$ cat src/rtl/uart_tx_core.sv
// UART transmit serializer driven by baud_generator ticks: start, DATA_W data bits LSB-first, optional parity, 1 or 2 stop bits.
// Define UART_TX_PARITY_EN to add the parity_odd input and a parity bit after the data bits.
module uart_tx_core #(
  parameter int DATA_W = 8,
  parameter int OVS    = 16
) (
  input  logic              clk,
  input  logic              reset,
  input  logic              tick,
  input  logic              tx_start,
  input  logic [DATA_W-1:0] tx_data,
  input  logic              stop_2,
`ifdef UART_TX_PARITY_EN
  input  logic              parity_odd,
`endif
  output logic              tx,
  output logic              busy,
  output logic              tx_done
);

  localparam int CNT_W = (OVS > 1) ? $clog2(OVS) : 1;
  localparam int BIT_W = (DATA_W > 1) ? $clog2(DATA_W) : 1;

  typedef enum logic [2:0] {
    S_IDLE,
    S_START,
    S_DATA,
`ifdef UART_TX_PARITY_EN
    S_PARITY,
`endif
    S_STOP
  } state_t;

  state_t              state_q, state_d;
  logic [CNT_W-1:0]    cnt_q, cnt_d;
  logic [BIT_W-1:0]    bit_q, bit_d;
  logic [DATA_W-1:0]   shift_q, shift_d;
  logic                stop2_q, stop2_d;
  logic                tx_q, tx_d;
  logic                busy_q, busy_d;
  logic                done_q, done_d;
  logic                bit_end;
`ifdef UART_TX_PARITY_EN
  logic                par_q, par_d;
`endif

  assign bit_end = tick && (cnt_q == CNT_W'(OVS - 1));

  always_comb begin
    state_d = state_q;
    cnt_d   = cnt_q;
    bit_d   = bit_q;
    shift_d = shift_q;
    stop2_d = stop2_q;
    tx_d    = tx_q;
    busy_d  = busy_q;
    done_d  = 1'b0;
`ifdef UART_TX_PARITY_EN
    par_d   = par_q;
`endif

    // The tick counter only runs inside a frame, so an accept-cycle tick is never counted.
    if (state_q != S_IDLE && tick) begin
      cnt_d = bit_end ? '0 : cnt_q + CNT_W'(1);
    end

    case (state_q)
      S_IDLE: begin
        tx_d   = 1'b1;
        busy_d = 1'b0;
        if (tx_start) begin
          shift_d = tx_data;
          stop2_d = stop_2;
`ifdef UART_TX_PARITY_EN
          par_d   = (^tx_data) ^ parity_odd;
`endif
          busy_d  = 1'b1;
          tx_d    = 1'b0;
          cnt_d   = '0;
          bit_d   = '0;
          state_d = S_START;
        end
      end
      S_START: begin
        if (bit_end) begin
          tx_d    = shift_q[0];
          shift_d = shift_q >> 1;
          bit_d   = '0;
          state_d = S_DATA;
        end
      end
      S_DATA: begin
        if (bit_end) begin
          if (bit_q == BIT_W'(DATA_W - 1)) begin
            bit_d   = '0;
`ifdef UART_TX_PARITY_EN
            tx_d    = par_q;
            state_d = S_PARITY;
`else
            tx_d    = 1'b1;
            state_d = S_STOP;
`endif
          end else begin
            tx_d    = shift_q[0];
            shift_d = shift_q >> 1;
            bit_d   = bit_q + BIT_W'(1);
          end
        end
      end
`ifdef UART_TX_PARITY_EN
      S_PARITY: begin
        if (bit_end) begin
          tx_d    = 1'b1;
          state_d = S_STOP;
        end
      end
`endif
      S_STOP: begin
        if (bit_end) begin
          // bit_q counts stop bits already sent; a second one is needed only with stop2_q.
          if (stop2_q && bit_q == '0) begin
            bit_d = BIT_W'(1);
          end else begin
            bit_d   = '0;
            busy_d  = 1'b0;
            done_d  = 1'b1;
            state_d = S_IDLE;
          end
        end
      end
      default: begin
        tx_d    = 1'b1;
        busy_d  = 1'b0;
        state_d = S_IDLE;
      end
    endcase
  end

  always_ff @(posedge clk) begin
    if (reset) begin
      state_q <= S_IDLE;
      cnt_q   <= '0;
      bit_q   <= '0;
      shift_q <= '0;
      stop2_q <= 1'b0;
      tx_q    <= 1'b1;
      busy_q  <= 1'b0;
      done_q  <= 1'b0;
`ifdef UART_TX_PARITY_EN
      par_q   <= 1'b0;
`endif
    end else begin
      state_q <= state_d;
      cnt_q   <= cnt_d;
      bit_q   <= bit_d;
      shift_q <= shift_d;
      stop2_q <= stop2_d;
      tx_q    <= tx_d;
      busy_q  <= busy_d;
      done_q  <= done_d;
`ifdef UART_TX_PARITY_EN
      par_q   <= par_d;
`endif
    end
  end

  assign tx      = tx_q;
  assign busy    = busy_q;
  assign tx_done = done_q;

endmodule

$ cat config.mk
export PLATFORM = sky130hd
export DESIGN_NAME = uart_tx_core
export DESIGN_NICKNAME = d
export VERILOG_FILES = /design/src/rtl/uart_tx_core.sv
export SDC_FILE = /design/constraint.sdc
export NUM_CORES = 1
export LEC_CHECK = 0
export CORE_MARGIN = 2
export CORE_UTILIZATION = 28
export CTS_CLUSTER_DIAMETER = 150
export DETAILED_ROUTE_END_ITERATION = 10
export HOLD_SLACK_MARGIN = 0.02
export PLACE_DENSITY = 0.54
export SLEW_MARGIN = 20
export SYNTH_ARGS = -nofsm -noshare
export SYNTH_HDL_FRONTEND = slang
export SYNTH_SLANG_ARGS = --single-unit
export TNS_END_PERCENT = 5
$ cat constraint.sdc
create_clock -name clk -period 2.6 [get_ports clk]
set_clock_uncertainty 0.1 [all_clocks]
set_input_delay 0.65 -clock clk [delete_from_list [all_inputs] [get_ports clk]]
set_output_delay 0.65 -clock clk [all_outputs]
set_load 0.02 [all_outputs]
# Word-level counts from Yosys, hierarchy flattened
# Index checks and enable logic that the tools add are counted.
# op_classes
n_addsub,2
n_reduce_logical,16
n_mux,33
n_mul,0
n_eq_ne,12
n_div,0
bitwise,3
n_lt_le_gt_ge,0
shift,0
# op_table
operator,count
2-to-1 mux 3 bit,11
2-to-1 mux 8 bit,4
case mux 3 bit (4 select lines),2
case mux 8 bit (3 select lines),1
2-to-1 mux 4 bit,4
inequality test 2 bit (second input constant),7
AND reduction 5 bit,2
2-to-1 mux 1 bit,9
equality test 3 x 2 -> 1 bit (second input constant),2
logical NOT 3 bit,2
AND reduction 3 bit,2
AND reduction 6 bit,1
nonzero test 3 bit,2
adder 4 x 1 -> 4 bit (second input constant),1
equality test 4 bit (second input constant),1
case mux 1 bit (4 select lines),1
nonzero test 4 bit,1
adder 3 x 1 -> 3 bit (second input constant),1
equality test 3 x 1 -> 1 bit (second input constant),1
equality test 3 bit (second input constant),1
logical AND 1 bit,3
inverter 1 bit,3
case mux 1 bit (3 select lines),1
OR reduction 3 bit,1
other kinds (2),2
# word_totals
out_inout_bits,3
latch_bits,0
register_bits,22
inputBits,13
word_cells,74
mem_bits_rw,0
n_memories,0
mem_bits_ro,0

# Longest topological paths before layout
# Gate-level depths: netlist of the first run.
# logic_depth
ltp_word,6
depth_mapped,8
depth_no_buf,6

# Worst setup path before layout of the first run
# No wires, ideal clock.
# synth_timing
kind,reg2reg
start,register state_q[0]
end,register state_q[0]
stages_incl_launch_ff,7
t_arrival_ps,1873
path_slack_ps,556
setup_ps,71
t_required_ps,2429
path_buffers,0
synth_period_minus_slack_ps,2044
path_cell_list,dfxtp_1 -> inv_1 -> ha_1 -> or3_1 -> a21o_1 -> or4_1 -> a21oi_1
# synth_via
elab_chain_len,3
elab_cells_between_ends,12
cone_classes,eq/ne (9); mux (1); reduce/logical (2)
# synth_rtl
element,line,rtl
start: declaration,34,"state_t state_q, state_d;"
start signal: assignment,153,state_q <= state_d;
"equality test 3 x 2 -> 1 bit, or another cell as far along",67,case (state_q)
inequality test 2 bit (no source line),-,
AND reduction 6 bit (no source line),-,
# Several ways; a longest one is shown, not always the timed one.
# A chain may end at the register's enable or synchronous reset.

# Worst setup path after layout of the first run
# Same ends and word-level chain as after synthesis.

==> results of run 1 <==
-- critical path, stage by stage, from the launching register on --
cell	delay, ps
dfxtp_1	390
inv_1	80
ha_1	290
or3_1	410
a21o_1	210
or4_1	500
a21oi_1	150
-- power groups by stage --
stage | Sequential [W] | Clock [W] | Combinational (W)
after floorplan | 0.000472 | 0 | 0.000580
after global placement | 0.000464 | 0 | 0.000751
after detailed placement | 0.000469 | 0 | 0.000771
after CTS | 0.000462 | 0.000225 | 0.000773
after global routing | 0.000474 | 0.000242 | 0.000867
final | 0.000461 | 0.000214 | 0.000760
-- synth_stat cells (all sizes together) --
cell / n
a211oi: 3
a21o: 1
a21oi: 14
a221oi: 1
a2bb2oi: 1
a311oi: 7
a31oi: 1
a32oi: 1
a41o: 1
and2: 1
and3: 1
and4b: 1
buf: 3
clkbuf: 4
dfxtp: 21
ha: 8
inv: 7
mux2i: 11
nand2: 5
nand3: 2
nand4: 2
nor2: 14
nor2b: 3
nor3: 1
nor4: 2
o21ai: 4
o311ai: 1
o31ai: 1
or3: 1
or4: 1
xnor2: 2
xor2: 1
-- registers in the layout, indices dropped and copies added, names as in the netlist --
name	flops
tx_done	1
cnt_q	4
stop2_q	1
state_q	2
bit_q	3
tx	1
busy	1
shift_q	8
-- kinds of logic after synthesis --
family	synth area share, %
muxes	9.54
AOI/OAI and AO/OA	22.3
buffers and inverters	4.99
and+or+nand+nor	15.7
DFF	36.4
adders and majority gates	8.68
xor gates and xnor gates	2.28
-- worst paths after layout --
check / slack [ps] / from / to / cells past startpoint
worst max-delay path: 410 / state_q[0]$_SDFFE_PP0P_ / state_q[0]$_SDFFE_PP0P_ / 6
worst min-delay path: 410 / busy$_SDFFE_PP0P_ / busy$_SDFFE_PP0P_ / 2
worst max register to register: 410 / state_q[0]$_SDFFE_PP0P_ / state_q[0]$_SDFFE_PP0P_ / 6
worst min register to register: 410 / busy$_SDFFE_PP0P_ / busy$_SDFFE_PP0P_ / 2
-- metrics by stage --
step	setup slack, ps	hold slack (ps)
after global routing	230	443
final	410	407
after global placement	188	377
after floorplan	556	366
after detailed placement	164	392
after CTS	394	410
-- cell type report --
class                   instances  area, um^2
well taps                      50        62.6
flip-flops and latches         21         420
clock buffers                   3        41.3
fillers                       415        2560
inverters                       7        26.3
repair buffers                 19         180
clock inverters                 1        5.00
multi-input cells              92         676
-- layer usage --
metal	share of wire (%)	wire (um)
met1	46	1090
met2	47	1100
met3	5.2	122
met4	1.1	26
met5	0	0
==> flow_summary_export.csv, run 1 <==
group,metric,value,unit
setup_path,cp.arrival,2280,ps
cells_and_area,fin_nets,165,
sta,fin_crit,2190,ps
drt,routed_wl,2340,um
global_route,grt-ovfl-total,0,
sta,hold_viol,0,
sta,fin_setup_tns,0,ps
cells_and_area,layout_common_cells,"dfxtp_1, clkdlybuf4s50_1, a21oi_1, nor2_1, mux2i_1",
power_and_ir_drop,p_switching,0.000579,W
yosys,syn_nets,148,
sta,worst_pin_slew,574,ps
sta,slew_headroom,61.7,%
clocking,cts_buffers,3,
clocking,clockBufferDepth,2,
power_and_ir_drop,internal-power,0.000855,W
clocking,post_cts_resized,0,
power_and_ir_drop,p_clk_share,14.9,%
cells_and_area,layout_commonest_cell,"dfxtp_1",
global_route,grt_use_met2,21.6,%
cells_and_area,syn2layout_area_growth,22.3,%
power_and_ir_drop,max-vdd-ir-drop,0.000404,V
power_and_ir_drop,power,0.00143,W
sta,slew_viol_final,0,
power_and_ir_drop,p_sw_share,40.4,%
yosys,synth_cells,127,
sta,finalSetupViolations,0,
die,die-width,68.2,um
die,ios,16,
global_route,grt_util_met3,3.95,%
sta,rsz0062_at_grt,"false",
cells_and_area,final_area,1410,um^2
sta,fin_crit_sh,84.2,%
yosys,ys_ff_latch,21,
cells_and_area,post-route-util,35.5,%
global_route,grt.busiest_layer,"met2",
clocking,path_clk_slew,80,ps
yosys,yosysSeqAreaShare,36.4,%
cells_and_area,drive_above_1_share,6.99,%
place,hpwl,1770,um
sta,max_freq,0.457,GHz
setup_path,end_kind,"flop",
yosys,ys.warnings.count,0,
clocking,tritoncts,"built",
drt,routed-via-count,974,
place,port_buffers,15,
run_status,status,"finished clean",
clocking,hold_buffers,0,
power_and_ir_drop,combPwrFrac,53.0,%
clocking,cts-root-buf,"clkbuf_8",
drt,wire_per_inst,12.1,um
clocking,cts-htree-levels,1,
power_and_ir_drop,seqPwrFrac,32.1,%
clocking,postCtsSetupBuffers,0,
place,place_inst,189,
global_route,antenna_found_initial,0,
place,dpl_cell_area,1370,um^2
die,die_h,68.2,um
yosys,yosys.area.top_type,"dfxtp_1",
clocking,cts.sinks,21,
global_route,grt_pass1_vias,978,
setup_path,cp-start-kind,"flop",
drt,detail-route-antenna-nets,0,
cells_and_area,final_cells,193,
global_route,grt_pass1_wl,4300,um
setup_path,crit_path_max_fanout,8,
setup_path,cp.required,2690,ps
yosys,synth_cell_types,35,
die,dieArea,4650,um^2
drt,first_pass_iters,5,
global_route,met1_usage,13.8,%
yosys,syn_area_per_cell,9.08,um^2
flow_run,maxCapViolCount,0,
yosys,syn_area,1150,um^2
worst_hold_path,hold_class,"flop to flop",
die,rows,23,
die,initial_utilization,29.0,%
global_route,grt_max_degree,17,
place,gp_congestion,0.818,
cells_and_area,diodes,0,
drt,drt_iter0_drc,34,
drt,avgViaCountPerCell,5.05,
drt,drc,0,
yosys,synth_top_area_share,36.4,%
power_and_ir_drop,p_per_area,1020,nW/um^2
global_route,grt_usage,12.1,%
power_and_ir_drop,p_leak,0.557,nW
yosys,synthTopCellsByArea,"dfxtp_1, mux2i_1, ha_1",
die,core_area,3970,um^2
setup_path,crit_type,"flop to flop",
clocking,clock_latency,260,ps
No activity file was read; power rests on OpenSTA's default activity.
==> run 2, diff against run 1 <==
--- a/config.mk
+++ b/config.mk
@@ -10,7 +10,7 @@
 export CTS_CLUSTER_DIAMETER = 150
 export DETAILED_ROUTE_END_ITERATION = 10
 export HOLD_SLACK_MARGIN = 0.02
-export PLACE_DENSITY = 0.54
+export PLACE_DENSITY = 0.56
 export SLEW_MARGIN = 20
 export SYNTH_ARGS = -nofsm -noshare
 export SYNTH_HDL_FRONTEND = slang
==> constraint.sdc (replaced) <==
create_clock -name clk -period 1.9 [get_ports clk]
set_clock_uncertainty 0.1 [all_clocks]
set_input_delay 0.475 -clock clk [delete_from_list [all_inputs] [get_ports clk]]
set_output_delay 0.475 -clock clk [all_outputs]
set_load 0.02 [all_outputs]
==> flow_summary_export.csv, run 2 (same netlist as run 1, synthesis figures left out) <==
group,metric,value,unit
run_status,status,"complete, but fails checks",
run_status,violations,"setup timing",
place,gp_congestion,0.765,
power_and_ir_drop,p_leak,0.671,nW
global_route,grt_usage,12.6,%
power_and_ir_drop,internal-power,0.00151,W
cells_and_area,final_area,1640,um^2
cells_and_area,syn2layout_area_growth,42.1,%
setup_path,cp.arrival,2000,ps
clocking,clock_latency,250,ps
setup_path,cp-start-kind,"flop",
sta,worst_pin_slew,357,ps
power_and_ir_drop,seqPwrFrac,26.6,%
global_route,grt_pass1_vias,986,
sta,max_freq,0.523,GHz
setup_path,crit_path_max_fanout,4,
clocking,postCtsSetupBuffers,0,
clocking,cts.sinks,21,
die,die-width,68.2,um
power_and_ir_drop,p_sw_share,37.9,%
place,place_inst,209,
power_and_ir_drop,max-vdd-ir-drop,0.000528,V
cells_and_area,reg.largest.list,"shift_q x8, cnt_q x4, bit_q x3",
place,dp_slack,-228,ps
drt,drt_iter0_drc,34,
flow_run,maxCapViolCount,0,
clocking,path_clk_slew,70,ps
drt,avgViaCountPerCell,4.88,
clocking,cts-htree-levels,1,
sta,fin_crit,1910,ps
cells_and_area,layout_common_cells,"buf_4, dfxtp_1, a21oi_1, clkdlybuf4s50_1, nor2_1",
setup_path,crit_type,"flop to flop",
global_route,grt_pass1_wl,4420,um
power_and_ir_drop,p_switching,0.000920,W
place,dpl_cell_area,1560,um^2
drt,detail-route-antenna-nets,0,
cells_and_area,diodes,0,
sta,whs,397,ps
sta,slew_headroom,76.0,%
sta,finalSetupViolations,1,
cells_and_area,fill_cells,396,
worst_hold_path,hold_depth,2,
cells_and_area,largest_reg_flops,8,
die,die_h,68.2,um
cells_and_area,drive_above_1_share,26.4,%
setup_path,cp.required,1980,ps
place,hpwl,2090,um
drt,routed-via-count,1039,
sta,slew_viol_final,0,
die,rows,23,
drt,drc,0,
die,ios,16,
setup_path,ff2ff_path_depth,6,
clocking,cts-root-buf,"clkbuf_8",
setup_path,end_kind,"flop",
sta,fin_crit_sh,101,%
drt,first_pass_iters,4,
die,dieArea,4650,um^2
clocking,tritoncts,"built",
die,initial_utilization,29.0,%
cells_and_area,fin_nets,185,
global_route,grt_max_degree,13,
power_and_ir_drop,combPwrFrac,61.5,%
sta,hold_viol,0,
cells_and_area,largest-register,"shift_q",
die,core_area,3970,um^2
sta,layout_setup_ws,-11.6,ps
drt,wire_per_inst,12.7,um
global_route,grt-ovfl-total,0,
place,port_buffers,15,
worst_hold_path,hold_class,"flop to flop",
global_route,antenna_found_initial,0,
clocking,hold_buffers,0,
setup_path,rrSetupSlack,-10,ps
sta,rsz0062_at_grt,"true",
clocking,cts_buffers,3,
power_and_ir_drop,power,0.00243,W
cells_and_area,layout_commonest_cell,"buf_4",
cells_and_area,final_cells,213,
clocking,clockBufferDepth,2,
drt,routed_wl,2710,um
power_and_ir_drop,p_per_area,1480,nW/um^2
power_and_ir_drop,p_clk_share,11.9,%
run 2: changes by cell type in the layout (fill, tap and decap cells not counted), moves of 2 or more:
cell | previous run | this run
dfxtp_1 | 21 | 19
ha_1 | 8 | 5
o21ai_0 | 3 | 1
buf_4 | 4 | 23
o21ai_1 | 1 | 3
ha_4 | 0 | 2
a211oi_2 | 0 | 2
a211oi_1 | 3 | 1
inv_1 | 7 | 5
inv_2 | 0 | 2
run 2: final timing paths:
check                     startpoint                 endpoint
max          state_q[1]$_SDFFE_PP0P_  state_q[0]$_SDFFE_PP0P_
min          state_q[1]$_SDFFE_PP0P_  state_q[1]$_SDFFE_PP0P_
max reg2reg  state_q[1]$_SDFFE_PP0P_  state_q[0]$_SDFFE_PP0P_
min reg2reg  state_q[1]$_SDFFE_PP0P_  state_q[1]$_SDFFE_PP0P_
run 2: cell type report:
| cell class | instances | area [um^2] | area share (%) |
|---|---|---|---|
| inverter | 7 | 26.3 | 1.60 |
| tap | 50 | 62.6 | 3.82 |
| multi-input combinational | 92 | 734 | 44.8 |
| clock buffer | 4 | 45.0 | 2.75 |
| sequential | 21 | 425 | 26.0 |
| timing repair buffer | 39 | 345 | 21.1 |
run 2: repair_timing:
item / CTS / global route
resized for setup: 3 / 9
endpoints found under the setup margin: 6 / 8
pin swaps: 2 / 2
run 2: metal layers:
| metal | global-route usage [%] | part of all wire, % | vias to the layer above |
|---|---|---|---|
| met2 | 21.0 | 49 | 19 |
| met1 | 15.8 | 47 | 478 |
| met5 | 0 | 0 | - |
| met4 | 5.50 | 0.55 | 0 |
| met3 | 2.30 | 4.3 | 2 |
| li1 | - | - | 540 |
run 2: power groups by stage:
stage	sequential, W	combinational [W]	clock (W)
6_report	0.000647	0.00150	0.000288
3_5_place_dp	0.000651	0.00142	0
5_1_grt	0.000660	0.00165	0.000319
2_1_floorplan	0.000659	0.000831	0
4_1_cts	0.000643	0.00145	0.000302
3_3_place_gp	0.000643	0.00138	0
run 2: per-stage QoR:
stage / TNS [ps] / utilization (%)
floorplan: -11.0 / -
global placement: -2290 / 39.2
detailed placement: -2710 / 39.2
CTS: -24.6 / 40.5
global route: -166 / 41.3
finish: -11.6 / 41.3
run 2: worst max-delay path: stages (launching register included):
cell     delay, ps
dfxtp_4        360
buf_4          130
ha_4           140
or3_4          330
a21o_1         170
or4_1          460
a21oi_1        130
==> run 3, diff against run 2 <==
--- a/config.mk
+++ b/config.mk
@@ -10,7 +10,7 @@
 export CTS_CLUSTER_DIAMETER = 150
 export DETAILED_ROUTE_END_ITERATION = 10
 export HOLD_SLACK_MARGIN = 0.02
-export PLACE_DENSITY = 0.56
+export PLACE_DENSITY = 0.48
 export SLEW_MARGIN = 20
 export SYNTH_ARGS = -nofsm -noshare
 export SYNTH_HDL_FRONTEND = slang
==> flow_summary_export.csv, run 3 (same netlist as run 1, synthesis figures left out) <==
group,metric,value,unit
cells_and_area,layout_commonest_cell,"buf_4",
cells_and_area,largest_reg_flops,8,
sta,max_freq,0.521,GHz
die,dieArea,4650,um^2
setup_path,crit_family,"simple AND/OR/NAND/NOR gates",
setup_path,worstPathCellList,"buf_4 -> ha_4 -> or3_4 -> a21o_1 -> or4_1 -> a21oi_1",
drt,avgViaCountPerCell,4.95,
sta,hold_viol,0,
clocking,cts_buffers,3,
die,initial_utilization,29.0,%
drt,highest_layer,"met4",
clocking,cts-root-buf,"clkbuf_8",
sta,layout_setup_ws,-21.0,ps
sta,fin_crit,1920,ps
setup_path,crit_path_max_fanout,3,
clocking,clock_latency,260,ps
setup_path,cp-start-kind,"flop",
die,core_area,3970,um^2
global_route,grt_max_degree,15,
setup_path,cp_slowest_cell,"or4_1",
setup_path,rrSetupSlack,-20,ps
die,ios,16,
sta,fin_crit_sh,101,%
global_route,grt_pass1_vias,1035,
power_and_ir_drop,power,0.00249,W
place,port_buffers,15,
cells_and_area,post-route-util,41.8,%
drt,drt_iter0_drc,24,
die,die-width,68.2,um
drt,detail-route-antenna-nets,0,
cells_and_area,layout_common_cells,"buf_4, dfxtp_1, a21oi_1, nor2_1, clkdlybuf4s50_1",
setup_path,cp.required,1990,ps
place,gp_congestion,0.752,
setup_path,critPathCapture,"state_q[0]$_SDFFE_PP0P_",
setup_path,path_buf_inv,1,
sta,rsz0062_at_grt,"true",
cells_and_area,syn2layout_area_growth,43.8,%
drt,met3WireLength,118,um
die,rows,23,
run_status,violations,"setup timing",
worst_hold_path,hold_class,"flop to flop",
drt,first_pass_iters,4,
drt,wl_met2,1310,um
setup_path,end_kind,"flop",
setup_path,ff2ff_path_depth,6,
setup_path,cpPeakStageDelay,460,ps
flow_run,maxCapViolCount,0,
cells_and_area,fin_nets,188,
setup_path,crit_start,"state_q[1]$_SDFFE_PP0P_",
cells_and_area,diodes,0,
place,hpwl,2120,um
drt,routed-via-count,1069,
place,place_inst,212,
global_route,antenna_found_initial,0,
cells_and_area,reg.largest.list,"shift_q x8, cnt_q x4, bit_q x3",
setup_path,cp.arrival,2010,ps
sta,fin_setup_tns,-21.0,ps
sta,worst_pin_slew,441,ps
cells_and_area,largest-register,"shift_q",
clocking,path_clk_slew,80,ps
clocking,cts.sinks,21,
clocking,cts-htree-levels,1,
drt,wl_met1,1400,um
clocking,clockBufferDepth,2,
die,die_h,68.2,um
setup_path,r2r-end,"state_q[0]$_SDFFE_PP0P_",
sta,slew_headroom,70.5,%
global_route,grt_usage,13.7,%
power_and_ir_drop,p_leak,0.688,nW
drt,drc,0,
setup_path,cp.depth,6,
cells_and_area,drive_above_1_share,27.1,%
drt,wire_per_inst,13.2,um
cells_and_area,final_cells,216,
sta,finalSetupViolations,1,
power_and_ir_drop,p_per_area,1500,nW/um^2
power_and_ir_drop,max-vdd-ir-drop,0.000577,V
sta,slew_viol_final,0,
setup_path,crit_type,"flop to flop",
drt,routed_wl,2840,um
global_route,grt_pass1_wl,4730,um
clocking,tritoncts,"built",
setup_path,timing.rr.start,"state_q[1]$_SDFFE_PP0P_",
global_route,grt-ovfl-total,0,
run_status,status,"complete, but fails checks",
-- run 3: worst register-to-register path, delay by kind of cell (launching register included) --
family	cells	cell delay [ps]
buf+inv	1	140
compound gates	2	330
flops	1	350
simple gates	2	790
fa+ha+maj	1	150
-- run 3: final cells by class --
class	count	area [um^2]
repair buffers	42	368
clock inverters	1	5.00
multi-input cells	92	733
well taps	50	62.6
inverters	7	26.3
fillers	398	2310
clock buffers	3	41.3
flip-flops and latches	21	423
-- run 3: repair_timing --
item | 4_1_cts | 5_1_grt
buffers inserted | 0 | 0
endpoints found under the hold margin | 0 | 0
resized for setup | 3 | 5
hold buffers | 0 | 0
setup endpoints to repair | 9 | 9
pin swaps | 1 | 3
-- run 3: routing by layer --
metal | track usage (%) | up-vias
li1 | - | 546
met1 | 16.7 | 500
met2 | 23.5 | 21
met3 | 4.11 | 2
met4 | 3.00 | 0
met5 | 0 | -
-- run 3: worst min path at each step --
stage	from	to	slack, ps	cells after the start
final	busy$_SDFFE_PP0P_	busy$_SDFFE_PP0P_	400	2
after floorplan	bit_q[1]$_SDFFE_PP0P_	bit_q[1]$_SDFFE_PP0P_	370	2
after global placement	busy$_SDFFE_PP0P_	busy$_SDFFE_PP0P_	380	2
after global routing	busy$_SDFFE_PP0P_	busy$_SDFFE_PP0P_	440	2
after CTS	bit_q[1]$_SDFFE_PP0P_	bit_q[1]$_SDFFE_PP0P_	400	2
after detailed placement	busy$_SDFFE_PP0P_	busy$_SDFFE_PP0P_	390	2
-- run 3: where the power goes --
group          internal [W]  switching, W
combinational      0.000827      0.000714
clock              0.000146      0.000159
sequential         0.000562     0.0000796
total               0.00153      0.000952
-- run 3: stage by stage --
step                      hold slack [ps]  worst slack [ps]  instance area [um^2]
final                                 402             -21.0                  1660
after global routing                  438             -66.5                  1660
after CTS                             403             -13.9                  1630
after detailed placement              387              -253                  1580
after global placement                379              -229                  1580
after floorplan                       366             -11.0                  1180
